`src/rtl/vga_pkg.sv`:
```
// vga_pkg: shared VGA raster constants, pixel types and decode helpers.
// Defaults describe the 640x480@60 raster on an 11-bit coordinate grid.
package vga_pkg;

  localparam int CW    = 11;
  localparam int COL_W = 8;

  localparam int VGA_H_ACTIVE = 640;
  localparam int VGA_H_FP     = 16;
  localparam int VGA_H_SYNC   = 96;
  localparam int VGA_H_BP     = 48;
  localparam int VGA_V_ACTIVE = 480;
  localparam int VGA_V_FP     = 10;
  localparam int VGA_V_SYNC   = 2;
  localparam int VGA_V_BP     = 33;

  localparam bit SYNC_ACTIVE_LOW  = 1'b0;
  localparam bit SYNC_ACTIVE_HIGH = 1'b1;

  typedef logic [CW-1:0]    coord_t;
  typedef logic [COL_W-1:0] col_t;

  typedef struct packed {
    col_t r;
    col_t g;
    col_t b;
  } rgb_t;

  // True when c lies in [lo, lo+len).
  function automatic logic in_win(
    input coord_t c,
    input int     lo,
    input int     len
  );
    return (int'(c) >= lo) && (int'(c) < lo + len);
  endfunction

  // Sync pin level for a window hit under the given polarity.
  function automatic logic sync_lvl(
    input logic hit,
    input logic pol
  );
    return hit ? pol : ~pol;
  endfunction

endpackage

```
`src/rtl/vga_axis_counter.sv`:
```
// vga_axis_counter: 0..TOTAL-1 wrap counter for one raster axis.
// Ports: clk, rst_n, en (advance), cnt (count), wrap (at TOTAL-1).
module vga_axis_counter
  import vga_pkg::*;
#(
  parameter int TOTAL = 800
) (
  input  logic   clk,
  input  logic   rst_n,
  input  logic   en,
  output coord_t cnt,
  output logic   wrap
);

  localparam coord_t LAST = coord_t'(TOTAL - 1);

  // Terminal count; the caller gates it with en to form a real wrap.
  assign wrap = (cnt == LAST);

  always_ff @(posedge clk or negedge rst_n) begin
    if (!rst_n) begin
      cnt <= '0;
    end else if (en) begin
      cnt <= wrap ? '0 : cnt + 1'b1;
    end
  end

endmodule

```
`src/rtl/vga_timing_gen.sv`:
```
// vga_timing_gen: VGA raster counters, sync/blank decode, colour output reg.
// Ports: clk, rst_n, pix_en in; vga_x/y, video_on to colour generators;
// box_r/g/b back in; vga_r/g/b, vga_hs/vs, vga_blank_n, frame_start out.
module vga_timing_gen
  import vga_pkg::*;
#(
  parameter int H_ACTIVE = VGA_H_ACTIVE,
  parameter int H_FP     = VGA_H_FP,
  parameter int H_SYNC   = VGA_H_SYNC,
  parameter int H_BP     = VGA_H_BP,
  parameter int V_ACTIVE = VGA_V_ACTIVE,
  parameter int V_FP     = VGA_V_FP,
  parameter int V_SYNC   = VGA_V_SYNC,
  parameter int V_BP     = VGA_V_BP,
  parameter bit SYNC_POL = SYNC_ACTIVE_LOW
) (
  input  logic          clk,
  input  logic          rst_n,
  input  logic          pix_en,
  output logic [CW-1:0] vga_x,
  output logic [CW-1:0] vga_y,
  output logic          video_on,
  input  logic [7:0]    box_r,
  input  logic [7:0]    box_g,
  input  logic [7:0]    box_b,
  output logic [7:0]    vga_r,
  output logic [7:0]    vga_g,
  output logic [7:0]    vga_b,
  output logic          vga_hs,
  output logic          vga_vs,
  output logic          vga_blank_n,
  output logic          frame_start
);

  localparam int H_TOTAL = H_ACTIVE + H_FP + H_SYNC + H_BP;
  localparam int V_TOTAL = V_ACTIVE + V_FP + V_SYNC + V_BP;

  coord_t h_cnt;
  coord_t v_cnt;
  logic   h_wrap;
  logic   v_wrap;
  logic   v_en;
  logic   hs_d;
  logic   vs_d;
  rgb_t   pix_q;

  vga_axis_counter #(
    .TOTAL(H_TOTAL)
  ) u_h (
    .clk  (clk),
    .rst_n(rst_n),
    .en   (pix_en),
    .cnt  (h_cnt),
    .wrap (h_wrap)
  );

  assign v_en = pix_en & h_wrap;

  vga_axis_counter #(
    .TOTAL(V_TOTAL)
  ) u_v (
    .clk  (clk),
    .rst_n(rst_n),
    .en   (v_en),
    .cnt  (v_cnt),
    .wrap (v_wrap)
  );

  assign vga_x = h_cnt;
  assign vga_y = v_cnt;

  assign video_on = in_win(h_cnt, 0, H_ACTIVE)
                 && in_win(v_cnt, 0, V_ACTIVE);

  assign hs_d = sync_lvl(
    in_win(h_cnt, H_ACTIVE + H_FP, H_SYNC), SYNC_POL);
  assign vs_d = sync_lvl(
    in_win(v_cnt, V_ACTIVE + V_FP, V_SYNC), SYNC_POL);

  // Decode uses the pre-advance count, so colour, sync and blank
  // leave this register together, one pixel behind vga_x/vga_y.
  always_ff @(posedge clk or negedge rst_n) begin
    if (!rst_n) begin
      vga_hs      <= ~SYNC_POL;
      vga_vs      <= ~SYNC_POL;
      vga_blank_n <= 1'b0;
      pix_q       <= '0;
      frame_start <= 1'b0;
    end else begin
      frame_start <= v_en & v_wrap;
      if (pix_en) begin
        vga_hs      <= hs_d;
        vga_vs      <= vs_d;
        vga_blank_n <= video_on;
        if (video_on) begin
          pix_q <= '{r: box_r, g: box_g, b: box_b};
        end else begin
          pix_q <= '0;
        end
      end
    end
  end

  assign vga_r = pix_q.r;
  assign vga_g = pix_q.g;
  assign vga_b = pix_q.b;

endmodule

```
`config.mk`:
```
export PLATFORM = sky130hd
export DESIGN_NAME = vga_timing_gen
export DESIGN_NICKNAME = d
export VERILOG_FILES = /design/src/rtl/vga_pkg.sv /design/src/rtl/vga_axis_counter.sv /design/src/rtl/vga_timing_gen.sv
export SDC_FILE = /design/constraint.sdc
export NUM_CORES = 1
export LEC_CHECK = 0
export ABC_AREA = 0
export ABC_CLOCK_PERIOD_IN_PS = 2070
export BUFFER_PORTS_ARGS = -buffer_cell sky130_fd_sc_hd__buf_2
export CAP_MARGIN = 20
export CELL_PAD_IN_SITES_DETAIL_PLACEMENT = 2
export CELL_PAD_IN_SITES_GLOBAL_PLACEMENT = 2
export CORE_AREA = 10 10 96 115
export CTS_BUF_LIST = sky130_fd_sc_hd__clkbuf_4
export CTS_CLUSTER_DIAMETER = 50
export DETAILED_ROUTE_END_ITERATION = 8
export DIE_AREA = 0 0 106 125
export PLACE_DENSITY_LB_ADDON = 0.1
export REMOVE_ABC_BUFFERS = 1
export SYNTH_ARGS = -nofsm -noshare
export SYNTH_HDL_FRONTEND = slang
export SYNTH_SLANG_ARGS = --single-unit
```
`constraint.sdc`:
```
create_clock -name clk -period 2.07 [get_ports clk]
set_clock_uncertainty 0.15 [all_clocks]
set_input_delay 0.1035 -clock clk [delete_from_list [all_inputs] [get_ports clk]]
set_output_delay 0.1035 -clock clk [all_outputs]
set_load 0.005 [all_outputs]
```
==> Yosys cells after proc, flatten, opt, wreduce, memory -nomap -nowiden <==
Index checks and enable logic that the tools add are counted.
{ "classes": {"add_sub_neg": 2, "n_lt_le_gt_ge": 6, "n_eq_ne": 2, "n_mux": 5, "bitwise_logic": 2, "n_reduce_logical": 3} }
{ "ops": {"columns": ["op", "count"], "rows": [
  ["$mux W24", 1],
  ["$add A11 B1 Y11 const B", 2],
  ["$eq A11 B10 Y1 const B", 2],
  ["$lt A11 B10 Y1 const B", 2],
  ["$lt A11 B9 Y1 const B", 2],
  ["$mux W11", 2],
  ["$ge A11 B10 Y1 const B", 1],
  ["$ge A11 B9 Y1 const B", 1],
  ["$logic_and A1 B1 Y1", 3],
  ["$and A1 B1 Y1", 2],
  ["$mux W1", 2]
]} }
{ "word_totals": {"ff_bits": 50, "output_inout_bits": 51, "wordCells": 29} }

==> Depth between registers and ports, before layout <==
Gate-level depths: netlist (run 1).
{ "depth": {"depth_word": 3, "mapped_depth": 7, "mapped_depth_nobuf": 6} }

==> By module <==
Synthesis (run 1) repeated with hierarchy kept, for this count alone.
{ "unflattened": {"hier_cells": 245, "area_unflattened_um2": 2717.6} }
{ "modules_own_cells": {"columns": ["mod", "n_inst", "cells_each", "area_per_inst_um2", "seq_area_each_um2"], "rows": [
  ["vga_timing_gen", 1, 133, 1516.5, 703.2],
  ["vga_axis_counter at u_v", 1, 56, 618.1, 275.3],
  ["vga_axis_counter at u_h", 1, 56, 583.1, 275.3]
]} }

==> Worst setup path after synthesis (run 1) <==
No wires, ideal clock.
{ "synth_path": {"path_type": "reg-to-reg", "from": "reg u_h.cnt[7]", "to": "reg u_v.cnt[4]", "setup_time_ns": 0.125, "arrival_ns": 2.023, "required_time_ns": 1.795, "setup_slack_ns": -0.228, "path_stages_with_launch": 6, "n_path_buf": 1, "period_less_slack_ns": 2.298, "path_cell_list": "dfrtp_1 > or4b_4 > or4_1 > buf_2 > nor2_1 > mux2_2"} }
{ "synth_via": {"elab_chain_cells": 2} }
{ "synth_lines": {"columns": ["item", "line_no", "text"], "rows": [
  ["start, declared", "vga_axis_counter.sv:11", "output coord_t cnt,"],
  ["start signal, assigned", "vga_axis_counter.sv:24", "cnt <= wrap ? '0 : cnt + 1'b1;"],
  ["$eq A11 B10 Y1", "vga_axis_counter.sv:18", "assign wrap = (cnt == LAST);"],
  ["$and A1 B1 Y1", "vga_timing_gen.sv:57", "assign v_en = pix_en & h_wrap;"],
  ["end signal, assigned", "vga_axis_counter.sv:24", null],
  ["end, declared", "vga_axis_counter.sv:11", null]
]} }
Every way passes these cells.
A chain may end at the register's enable or synchronous reset.

==> Final worst setup path (run 1) <==
Ends and elaborated chain as after synthesis.

==> summary.md, run 1 <==
| Metric | Value |
|---|---|
| Worst skew pair latency | 0.37 ns |
| Wire length on met1 | 3859 microns |
| Distinct cells, synth | 39 |
| Routed WL per cell | 16.99 microns |
| Port bufs | 77 |
| Share of cells above drive strength 1 | 39.43% |
| Initial drt markers | 55 |
| Routed wl met3 | 415 microns |
| Most frequent cells in the layout | buf_2 (77), dfrtp_1 (48), nand2_1 (34) |
| Synthesized area | 0.002311 sq mm |
| MaxCap Viol Count | 0 |
| Final Cycle Share | 106.5% |
| TritonCTS Sinks | 50 |
| Largest net degree at the start of global routing | 59 |
| Ant diodes | 0 |
| First-pass GRT wire length | 13860 microns |
| Initial antenna violation count | 0 |
| Pwr Density | 613.0 mW/mm^2 |
| Filler cell count | 997 |
| Dpl ws | -0.1446 ns |
| P_int | 1.514 mW |
| CTS tree | built |
| WS Path Type | reg2reg |
| Register Area | 0.001254 sq mm |
| Crit path max fanout | 3 |
| Max frequency | 453.4 MHz |
| Final worst slack | -0.1356 ns |
| Syn avg cell area | 9.549 sq um |
| Final setup fails | 13 |
| Hold WS | 0.01696 ns |
| Crit. End Element | register |
| Max layer used | met4 |
| Synth Area in Adders | 1.624% |
| GRT Residual Overflow | 0 |
| Commonest non-fill, non-tap cell in the layout | buf_2 |
| # IOs | 78 |
| Setup TNS | -1.000 ns |
| Worst rel slew slack | 63.01% |
| Die Y | 125 microns |
| Util after Layout | 40.18% |
| Final net count | 412 |
| Period minus WS final | 2.206 ns |
| WL met2 | 4231 microns |
| CTS Buf Count | 5 |
| Max clock buf depth | 2 |
| Routed wire length | 8546 microns |
| Final Cell Area | 0.003553 sq mm |
| Multi-input gate area | 988.4 sq um |
| WP data required | 2.18 ns |
| Comb power frac | 26.8% |
| Switch Pwr | 0.6644 mW |
| Clock root cell | clkbuf_4 |
| Status | finished with violations |
| Synthesized instance count | 242 |
| Synth Area in XOR/XNOR | 2.653% |
| Final Hold Vio Count | 0 |
| Failing checks | negative setup slack |
| Worst EP arrival | 2.32 ns |
| Startpoint Class | register |
| R2R depth | 4 |
| Core Box Area | 0.008843 sq mm |
| Vias | 2351 |
| Yosys reg bits | 50 |
| Post-DP HPWL | 6030 microns |
| Total power | 2.178 mW |
| Clk pin slew, worst setup/hold paths | 0.17 ns |
| GP Congestion | 0.7351 |
| Area delta synth->final | 53.76% |
| Sequential power share | 51.2% |
| Seq/Total Area, Yosys | 54.25% |
| GRT Total Usage | 12.67% |
| Mux contribution to synthesized area | 1.462% |
| Largest family of logic cells by synthesized area | simple AND/OR/NAND/NOR gates |
| Slew Viols, Final | 0 |
| 1st-pass router iterations | 4 |
| Max VDD drop | 0.3603 mV |
| # rows | 38 |
| Worst Tran Pin Value | 0.5548 ns |
| Die area | 0.01325 sq mm |
| Synth warnings | 0 |
| Post-route ant nets | 0 |
| Clock network fraction of total power | 22.1% |
| Vias in the first global route | 2512 |
| Post-synthesis compound-gate area fraction | 13.21% |
| Finished Layout Cells | 503 |
| Synth Flop Type | dfrtp_1 |
| H-tree Lvls | 2 |
| Cells after DPL | 460 |
| Switch share | 30.50% |
| Asr flop ratio synth | 100.0% |
| LEAKAGE | 1.778 nW |
| Via density | 4.674 |
| Unrepaired setup endpoints after global routing | yes |
| Die X | 106 microns |
| Simple-Gate Fraction of Synth Area | 20.19% |
| Placement Cell Area | 0.003043 sq mm |
| Post-synth EDFFs | 0 |
| Worst hold path class | in2async |
| Initial Utilization | 26.13% |
| Drt drc | 0 |
## kinds of logic (layout without fill, tap and decap cells)
kind of cell,count (synthesis),in the layout
adder cells (fa/ha/maj),3,3
XOR/XNOR,7,7
AO/OA/AOI/OAI,48,48
buffers and inverters,40,181
multiplexers,3,3
flip-flops,50,50
AND/OR/NAND/NOR,91,91
## critical path: stages (launching register included)
cell and delay (ns):
dfrtp_1 0.41, or4b_4 0.56, or4_4 0.59, nor2_4 0.11, mux2_4 0.29
## power groups by stage
stage	Clock [mW]	Sequential [mW]	Combinational [mW]
finish	0.481	1.11	0.583
global route	0.557	1.13	0.646
CTS	0.512	1.12	0.578
detailed placement	0	1.13	0.533
global placement	0	1.13	0.520
floorplan	0	1.19	0.150
## flip-flops by register name, indices dropped and copies added (netlist names)
signal and cells:
u_v.cnt 11, vga_r 8, vga_hs 1, frame_start 1, u_h.cnt 11, vga_blank_n 1
vga_vs 1, vga_b 8, vga_g 8
## worst paths after layout
kind                            start          to  slack [ns]
max                        u_h.cnt[7]  u_v.cnt[4]       -0.14
min                             rst_n    vga_g[4]        0.02
max reg2reg                u_h.cnt[7]  u_v.cnt[4]       -0.14
min reg2reg                    vga_vs      vga_vs        0.36
max in group asynchronous       rst_n      vga_vs        1.11
min in group clk               pix_en  u_h.cnt[4]        0.13
## final cells by class
type | instances | area share [%]
clock buffers | 6 | 1.268
clock inverters | 2 | 0.4225
inverters | 29 | 3.063
multi-input cells | 152 | 27.82
flip-flops and latches | 50 | 35.28
well taps | 120 | 4.225
repair buffers | 144 | 27.92
## layer usage
metal | up-vias | GRT usage (%)
met5 | - | 0
met4 | 0 | 2.634
met3 | 2 | 3.494
met2 | 56 | 22.01
met1 | 1179 | 15.20
li1 | 1114 | -
## repair_timing
item | CTS | global route
setup endpoints to repair | 11 | 15
gates cloned | 1 | 0
pin swaps | 3 | 7
endpoints found under the hold margin | 73 | 0
resized for setup | 13 | 28
hold buffers | 25 | 0
setup buffers | 5 | 5
## cell usage after synthesis (5+ instances only)
cell type  number  area share [%]
nand3_1         8             1.7
xor2_1          5             1.9
nand4_1         5             1.4
nor3_1          6             1.3
inv_1          29             4.7
o22ai_1        25             6.8
nor2_1         12             1.9
o21ai_0        11             2.4
nand2_1        36             5.8
clkbuf_1        9             1.5
dfrtp_1        48              52
(Power assumes the default switching activity.)
==> inputs of run 2 (changes only) <==
--- a/config.mk
+++ b/config.mk
@@ -5,17 +5,17 @@
 export SDC_FILE = /design/constraint.sdc
 export NUM_CORES = 1
 export LEC_CHECK = 0
-export ABC_AREA = 0
+export ABC_AREA = 1
 export ABC_CLOCK_PERIOD_IN_PS = 2070
 export BUFFER_PORTS_ARGS = -buffer_cell sky130_fd_sc_hd__buf_2
 export CAP_MARGIN = 20
 export CELL_PAD_IN_SITES_DETAIL_PLACEMENT = 2
 export CELL_PAD_IN_SITES_GLOBAL_PLACEMENT = 2
-export CORE_AREA = 10 10 96 115
-export CTS_BUF_LIST = sky130_fd_sc_hd__clkbuf_4
+export CORE_AREA = 10 10 100 120
+export CTS_BUF_LIST = sky130_fd_sc_hd__clkbuf_4 sky130_fd_sc_hd__clkbuf_8
 export CTS_CLUSTER_DIAMETER = 50
 export DETAILED_ROUTE_END_ITERATION = 8
-export DIE_AREA = 0 0 106 125
+export DIE_AREA = 0 0 110 130
 export PLACE_DENSITY_LB_ADDON = 0.1
 export REMOVE_ABC_BUFFERS = 1
 export SYNTH_ARGS = -nofsm -noshare
==> summary.md, run 2 <==
| Metric | Value |
|---|---|
| Largest net degree at the start of global routing | 27 |
| Area delta synth->final | 37.25% |
| Clock root cell | clkbuf_8 |
| Post-DP HPWL | 7224 microns |
| Worst skew pair latency | 0.32 ns |
| Slowest stage cell, crit path | dfrtp_1 |
| Final Cycle Share | 90.76% |
| Routed wire length | 9459 microns |
| Top area cells in the synthesized netlist | dfrtp_1 (47%), nand2_1 (17%), nand3_1 (7.1%) |
| LEAKAGE | 1.924 nW |
| Max VDD drop | 0.2810 mV |
| WP data required | 1.82 ns |
| Routed WL per cell | 16.89 microns |
| # rows | 40 |
| Port bufs | 77 |
| Register Area | 0.001254 sq mm |
| Final net count | 463 |
| Final Hold Vio Count | 0 |
| Period minus WS final | 1.879 ns |
| Simple-Gate Fraction of Synth Area | 36.62% |
| Die X | 110 microns |
| Hold WS | 0.1815 ns |
| Synth Flop Type | dfrtp_1 |
| Crit path cell chain | nand2_1 -> nand3_2 -> nor3_4 -> buf_12 -> buf_2 |
| Final worst slack | 0.1913 ns |
| Via density | 4.591 |
| Drt drc | 0 |
| Share of cells above drive strength 1 | 26.04% |
| MaxCap Viol Count | 0 |
| Crit path buf inv count | 2 |
| Synth warnings | 0 |
| Vias in the first global route | 3061 |
| Commonest non-fill, non-tap cell in the layout | nand2_1 |
| Seq/Total Area, Yosys | 49.12% |
| Filler cell count | 1154 |
| Most common cell in the netlist | nand2_1 |
| Synthesized area | 0.002552 sq mm |
| Synth Area in XOR/XNOR | 2.745% |
| 1st-pass router iterations | 3 |
| Startpoint Class | register |
| Total power | 2.777 mW |
| Status | finished, final reports clean |
| Core Box Area | 0.009759 sq mm |
| Die area | 0.01430 sq mm |
| Synthesized instance count | 322 |
| CTS tree | built |
| Post-synthesis compound-gate area fraction | 2.843% |
| Max clock buf depth | 2 |
| Ant diodes | 0 |
| Slew Viols, Final | 0 |
| Setup TNS | 0 ns |
| Dpl ws | 0.2820 ns |
| Initial drt markers | 27 |
| Post-synth top area share | 47.06% |
| Crit. End Element | primary output |
| Initial antenna violation count | 0 |
| Worst Tran Pin Value | 0.6272 ns |
| H-tree Lvls | 2 |
| Max stage delay on crit path | 0.49 ns |
| Crit path max-delay family | flip-flops |
| Crit path max fanout | 26 |
| Post-synth top cells | nand2_1 (116), dfrtp_1 (48), nand3_1 (36) |
| GP Congestion | 0.7640 |
| Asr flop ratio synth | 100.0% |
| TritonCTS Sinks | 50 |
| Clk pin slew, worst setup/hold paths | 0.10 ns |
| Synth Area in Adders | 1.471% |
| Most frequent cells in the layout | nand2_1 (116), buf_2 (77), dfrtp_1 (48) |
| Largest family of logic cells by synthesized area | simple AND/OR/NAND/NOR gates |
| Yosys reg bits | 50 |
| Multi-input gate area | 0.001117 sq mm |
| GRT Total Usage | 14.31% |
| Post-route ant nets | 0 |
| Max frequency | 532.3 MHz |
| CTS Buf Count | 5 |
| Biggest regs | u_h.cnt: 11 flops, u_v.cnt: 11 flops |
| Initial Utilization | 26.15% |
| Leading area contributor after synthesis | dfrtp_1 |
| Final setup fails | 0 |
| Mux contribution to synthesized area | 0% |
| Syn avg cell area | 7.927 sq um |
| Post-synth EDFFs | 0 |
| Unrepaired setup endpoints after global routing | no |
| Distinct cells, synth | 25 |
| # IOs | 78 |
| GRT Residual Overflow | 0 |
| Worst EP arrival | 1.63 ns |
| Worst rel slew slack | 58.19% |
| Die Y | 130 microns |
| WS Path Type | reg2out |
| Vias | 2571 |
| First-pass GRT wire length | 16050 microns |
| Pwr Density | 792.6 mW/mm^2 |
| Worst hold path class | in2async |
[run 2: layer usage]
metal	part of all wire (%)	GRT usage (%)
met4	1.1	3.758
met5	0	0
met1	43	16.92
met3	6.3	4.489
met2	50	24.35
[run 2: final timing paths]
path	cells past startpoint	startpoint	slack, ns	end
max reg2reg	8	u_v.cnt[0]	0.30	u_v.cnt[8]
max in group asynchronous	3	rst_n	0.97	vga_g[1]
min	2	rst_n	0.18	u_h.cnt[10]
min reg2reg	2	vga_b[5]	0.33	vga_b[5]
min in group clk	2	vga_b[5]	0.33	vga_b[5]
max	5	u_h.cnt[8]	0.19	video_on
[run 2: timing repair]
action	CTS	global route
endpoints found under the hold margin	44	0
buffers inserted	0	0
gates resized for setup	0	1
setup endpoints to repair	0	1
hold buffers	26	0
[run 2: logic make-up after synthesis]
kind of cell	after synthesis
compound gates	13
xor+xnor	8
fa+ha+maj	3
buf+inv	40
flops	50
simple gates	208
[run 2: final cells by class]
| class | instances | share of cell area, % |
|---|---|---|
| tap | 126 | 4.500 |
| clock inverter | 3 | 1.143 |
| timing repair buffer | 114 | 21.50 |
| inverter | 30 | 3.214 |
| sequential | 50 | 35.79 |
| multi-input combinational | 232 | 31.89 |
| clock buffer | 5 | 1.964 |
[run 2: report_power, final]
group          total (mW)  internal [mW]  switching, mW
logic               0.745          0.317          0.428
registers            1.31           1.14          0.168
clock network       0.718          0.357          0.362
[run 2: metrics by stage]
| step | util, % | std cells | instance area [sq um] |
|---|---|---|---|
| floorplan | - | 312 | 2481 |
| global placement | 32.09 | 526 | 3132 |
| detailed placement | 32.09 | 526 | 3132 |
| CTS | 35.87 | 560 | 3501 |
| global route | 35.90 | 560 | 3503 |
| finish | 35.90 | 560 | 3503 |
